==> config.mk <==
export PLATFORM = sky130hd
export DESIGN_NAME = mips_bus_arbiter
export DESIGN_NICKNAME = d
export VERILOG_FILES = /design/src/rtl/mips_bus_arbiter.sv
export SDC_FILE = /design/constraint.sdc
export NUM_CORES = 1
export LEC_CHECK = 0
export ABC_AREA = 0
export CAP_MARGIN = 25
export CELL_PAD_IN_SITES_DETAIL_PLACEMENT = 0
export CELL_PAD_IN_SITES_GLOBAL_PLACEMENT = 2
export CORE_MARGIN = 2
export CORE_UTILIZATION = 10
export CTS_CLUSTER_SIZE = 25
export DETAILED_ROUTE_END_ITERATION = 8
export MAX_ROUTING_LAYER = met4
export PLACE_DENSITY_LB_ADDON = 0.2
export SETUP_SLACK_MARGIN = 0.05
export SYNTH_ARGS = -nofsm -noshare
export SYNTH_HDL_FRONTEND = slang
export SYNTH_SLANG_ARGS = --single-unit
==> constraint.sdc <==
create_clock -name i_clk -period 2.75 [get_ports i_clk]
set_clock_uncertainty 0.1 [all_clocks]
set_input_delay 0.55 -clock i_clk [delete_from_list [all_inputs] [get_ports i_clk]]
set_output_delay 0.55 -clock i_clk [all_outputs]
set_load 0.02 [all_outputs]
==> src/rtl/mips_bus_arbiter.sv <==
// Two-master (ifetch/data) to single memory-bus arbiter: one transfer at a time, IDLE -> ISSUE [-> RDATA] -> IDLE.
// Define ARB_ROUND_ROBIN_EN for round-robin tie-breaking; otherwise m1 (data) wins ties.
module mips_bus_arbiter (
    input  logic        i_clk,
    input  logic        i_reset,
    input  logic [31:0] i_m0_address,
    input  logic        i_m0_read,
    input  logic        i_m0_write,
    input  logic [31:0] i_m0_writedata,
    input  logic [3:0]  i_m0_byteenable,
    output logic        o_m0_waitrequest,
    output logic [31:0] o_m0_readdata,
    input  logic [31:0] i_m1_address,
    input  logic        i_m1_read,
    input  logic        i_m1_write,
    input  logic [31:0] i_m1_writedata,
    input  logic [3:0]  i_m1_byteenable,
    output logic        o_m1_waitrequest,
    output logic [31:0] o_m1_readdata,
    output logic [31:0] o_s_address,
    output logic        o_s_read,
    output logic        o_s_write,
    output logic [31:0] o_s_writedata,
    output logic [3:0]  o_s_byteenable,
    input  logic        i_s_waitrequest,
    input  logic [31:0] i_s_readdata,
    output logic [1:0]  o_grant
);
    typedef enum logic [1:0] {IDLE, ISSUE, RDATA} state_t;

    state_t r_state;
    logic   r_owner;

    logic        w_req0, w_req1, w_pick;
    logic [31:0] w_addr, w_wdata;
    logic [3:0]  w_be;
    logic        w_wr, w_rd, w_done;

    assign w_req0 = i_m0_read | i_m0_write;
    assign w_req1 = i_m1_read | i_m1_write;

`ifdef ARB_ROUND_ROBIN_EN
    logic r_last;
    assign w_pick = (w_req0 && w_req1) ? ~r_last : w_req1;
`else
    assign w_pick = w_req1;
`endif

    // Read+write together is a write; the read strobe is ignored.
    assign w_addr  = r_owner ? i_m1_address    : i_m0_address;
    assign w_wdata = r_owner ? i_m1_writedata  : i_m0_writedata;
    assign w_be    = r_owner ? i_m1_byteenable : i_m0_byteenable;
    assign w_wr    = r_owner ? i_m1_write      : i_m0_write;
    assign w_rd    = (r_owner ? i_m1_read : i_m0_read) & ~w_wr;

    always_ff @(posedge i_clk) begin
        if (i_reset) begin
            r_state <= IDLE;
            r_owner <= 1'b0;
`ifdef ARB_ROUND_ROBIN_EN
            r_last  <= 1'b1;
`endif
        end else begin
            case (r_state)
                IDLE: if (w_req0 || w_req1) begin
                    r_owner <= w_pick;
`ifdef ARB_ROUND_ROBIN_EN
                    r_last  <= w_pick;
`endif
                    r_state <= ISSUE;
                end
                ISSUE: begin
                    // Owner withdrawing its strobe mid-transfer aborts without a completion.
                    if (!w_wr && !w_rd)
                        r_state <= IDLE;
                    else if (!i_s_waitrequest)
                        r_state <= w_wr ? IDLE : RDATA;
                end
                RDATA:   r_state <= IDLE;
                default: r_state <= IDLE;
            endcase
        end
    end

    always_comb begin
        o_s_address    = '0;
        o_s_read       = 1'b0;
        o_s_write      = 1'b0;
        o_s_writedata  = '0;
        o_s_byteenable = '0;
        o_grant        = 2'b00;
        w_done         = 1'b0;
        case (r_state)
            ISSUE: begin
                o_s_address    = w_addr;
                o_s_read       = w_rd;
                o_s_write      = w_wr;
                o_s_writedata  = w_wdata;
                o_s_byteenable = w_be;
                o_grant        = r_owner ? 2'b10 : 2'b01;
                w_done         = w_wr & ~i_s_waitrequest & ~i_reset;
            end
            RDATA: begin
                o_grant = r_owner ? 2'b10 : 2'b01;
                w_done  = ~i_reset;
            end
            default: ;
        endcase
    end

    assign o_m0_waitrequest = ~(w_done & ~r_owner);
    assign o_m1_waitrequest = ~(w_done &  r_owner);
    assign o_m0_readdata    = (r_state == RDATA && !r_owner) ? i_s_readdata : 32'd0;
    assign o_m1_readdata    = (r_state == RDATA &&  r_owner) ? i_s_readdata : 32'd0;

endmodule

==> metrics.txt <==
r2r startpoint r_state[1]; Root Buffer Master clkbuf_16; critical path's top delay family buffers and inverters; slowest stage delay, CP 0.45 ns; remaining global-route overflow 0; worst vdd ir 0.000172 V; Final Setup Violations 0; CP Launch Type input port; CP max FO 3; initial antenna violation count 0; RSZ-0062 raised after global routing yes; crit path cell chain clkdlybuf4s50_1 > mux2i_2 > nor3b_1 > o211a_1 > nand2b_1 > dlygate4sd2_1; PD cells 259 nW/um2; critical path type in2out; Die ar. 20400 um2; share of layout cells above drive strength 1 4.06%; Syn Inst Count 264; Hold Crit Endpoint r_state[1]; number of synthesized flops with an enable pin 0; dpl hpwl 9530 um; TritonCTS Buffers 3; number of detailed-route iterations in the first pass 4; Max-Cap Viols 0; Setup Fix Bufs, Post-CTS 0; #FFs+latches synth 3; P_leak 3.36 nW; core area 18800 um2; CTS H-Tree Depth 1; unique cell type count in the Yosys netlist 26; wire per inst 14.3 um; crit path time final 2.64 ns; Chip Width 143 um; reg2reg end r_state[1]; Starting Density 10.2%; Worst-path clk slew 0.03 ns; cell area after layout 5660 um2; sequential-to-total area share from yosys stat 3.11%; die height 143 um; data arrival time of the worst path 1.99 ns; # diodes 0; Worst Hold Path Cells 2; post-layout util 30.1%; syn_nets 443; row count 50; status complete, no violations; DP Area 5390 um2; CP max-delay cell clkdlybuf4s50_1; slew at the pin closest to its max-slew limit 0.335 ns; GPL Wtd Cong 0.755; Area growth, synth to finish 194%; Min-Delay Path Class reg2reg; Final #Nets 747; CTS tree built; Synth warnings 0; largest net degree at the start of global routing 71; Port Buffer Count 312; post-route DRC violation count 0; final wirelength 11800 um; vias post-DR 3013; Final period util 95.8%; clock buffer depth 2; synthesized area per cell 7.30 um2; Worst slew margin 77.7%; first-pass GRT wire length 16300 um; clk sinks 3; antenna-violating nets left 0; Req. time, crit path 2.10 ns; Fmax 0.379 GHz; Clk Latency, worst-skew pair 0.22 ns; Top Ports 313; total track usage 10.4%; CP Capture Type output port; First DRT Iteration DRCs 66; final hold violation count 0; R2R setup slack 1.06 ns; vias in the first global route 2973; hold path start r_state[1]; main flop type after synthesis dfxtp_1; Synth Cell Area 1930 um2; via-per-instance ratio 3.64; async set-reset flop share out of synthesis 0%; max-slew violations 0; Worst Path Buf+Inv 2; Worst R2R Path Depth 7
-- logic make-up (layout without fill, tap and decap cells) --
group           after synthesis  in the layout  share of synthesized area [%]
compound gates               10             10                           4.15
mux                          69             69                           35.8
simple gates                148            148                           47.4
flops                         3              3                           3.11
fa+ha+maj                     4              4                           2.60
buf+inv                      30            333                           6.88
-- sequential cells by signal, indices dropped and copies added (netlist names) --
register,cells
r_owner,1
r_state,2
-- area by class of cell --
class	count	area, um2
clock buffers	4	78.8
fillers	1995	13200
inverters	4	15.0
multi-input cells	231	1740
flip-flops and latches	3	63.8
well taps	260	325
repair buffers	325	3440
-- worst register-to-register path, stage by stage (launching register included) --
cell and delay (ns):
dfxtp_1 0.32, inv_1 0.10, ha_2 0.28, clkbuf_16 0.24
a21boi_2 0.20, buf_4 0.13, nand2_1 0.04, o31ai_1 0.18
-- worst max path at each step --
stage          cells past startpoint        from                to
3_3_place_gp                       6  i_m0_write  o_m1_waitrequest
5_1_grt                            5  r_state[1]  o_s_writedata[2]
6_report                           6  i_m0_write  o_m0_waitrequest
4_1_cts                            4     r_owner   o_s_address[18]
3_5_place_dp                       6  i_m0_write  o_m1_waitrequest
2_1_floorplan                      6  r_state[1]   o_s_address[16]
-- power by group --
group          leakage (nW)  switching, W  internal [W]
combinational          3.30      0.000522      0.000655
clock                0.0382     0.0000400      0.000191
sequential           0.0254     0.0000114     0.0000500
-- layout by cell type, fill, tap and decap left out --
master           instances
clkdlybuf4s50_1        228
nor2b_1                 70
dlymetal6s2s_1          70
mux2i_1                 68
and3_1                  33
and2_1                  33
dlygate4sd2_1           13
buf_4                    7
inv_1                    4
nand2_1                  4
clkbuf_16                4
ha_1                     3
buf_12                   3
nor2_1                   2
o211ai_1                 2
o21ai_0                  2
buf_6                    2
dfxtp_1                  2
nand3b_1                 1
or3b_1                   1
a21boi_2                 1
nor2b_2                  1
mux2i_2                  1
nor3b_1                  1
o211a_1                  1
nand2b_1                 1
nor3_1                   1
a211oi_2                 1
o31ai_1                  1
a21oi_1                  1
o41ai_1                  1
ha_2                     1
clkbuf_1                 1
clkbuf_2                 1
dfxtp_4                  1
-- what timing repair did --
action	4_1_cts	5_1_grt
gates cloned	0	1
resized for setup	16	74
hold buffers	0	0
setup endpoints to repair	25	106
-- cells in the mapped netlist, types with 2 or more instances --
library cell / instances / share of area (%)
and2_1: 33 / 11
dfxtp_1: 3 / 3.1
nor2b_1: 71 / 23
mux2i_1: 69 / 36
o211ai_1: 2 / 0.78
and3_1: 33 / 11
ha_1: 4 / 2.6
clkbuf_1: 17 / 3.3
nand2_1: 4 / 0.78
o21ai_0: 2 / 0.52
buf_2: 7 / 1.8
inv_1: 4 / 0.78
nor2_1: 2 / 0.39
-- stage by stage --
stage	total power [W]	cells	hold slack, ns	setup TNS, ns	worst slack, ns
floorplan	0.000619	264	0.394	0	0.569
global placement	0.00126	822	0.427	-0.477	-0.209
detailed placement	0.00126	822	0.424	-0.509	-0.225
CTS	0.00149	826	0.430	0	0.0752
global route	0.00157	827	0.467	0	0.0260
finish	0.00147	827	0.436	0	0.114
-- metal layers --
layer	GRT usage [%]	routed length [um]	up-vias
li1	-	-	1501
met1	10.6	4170	1362
met2	21.5	6840	146
met3	1.54	753	4
met4	0.730	53	0
met5	-	0	-
No activity file was read; power rests on OpenSTA's default activity.
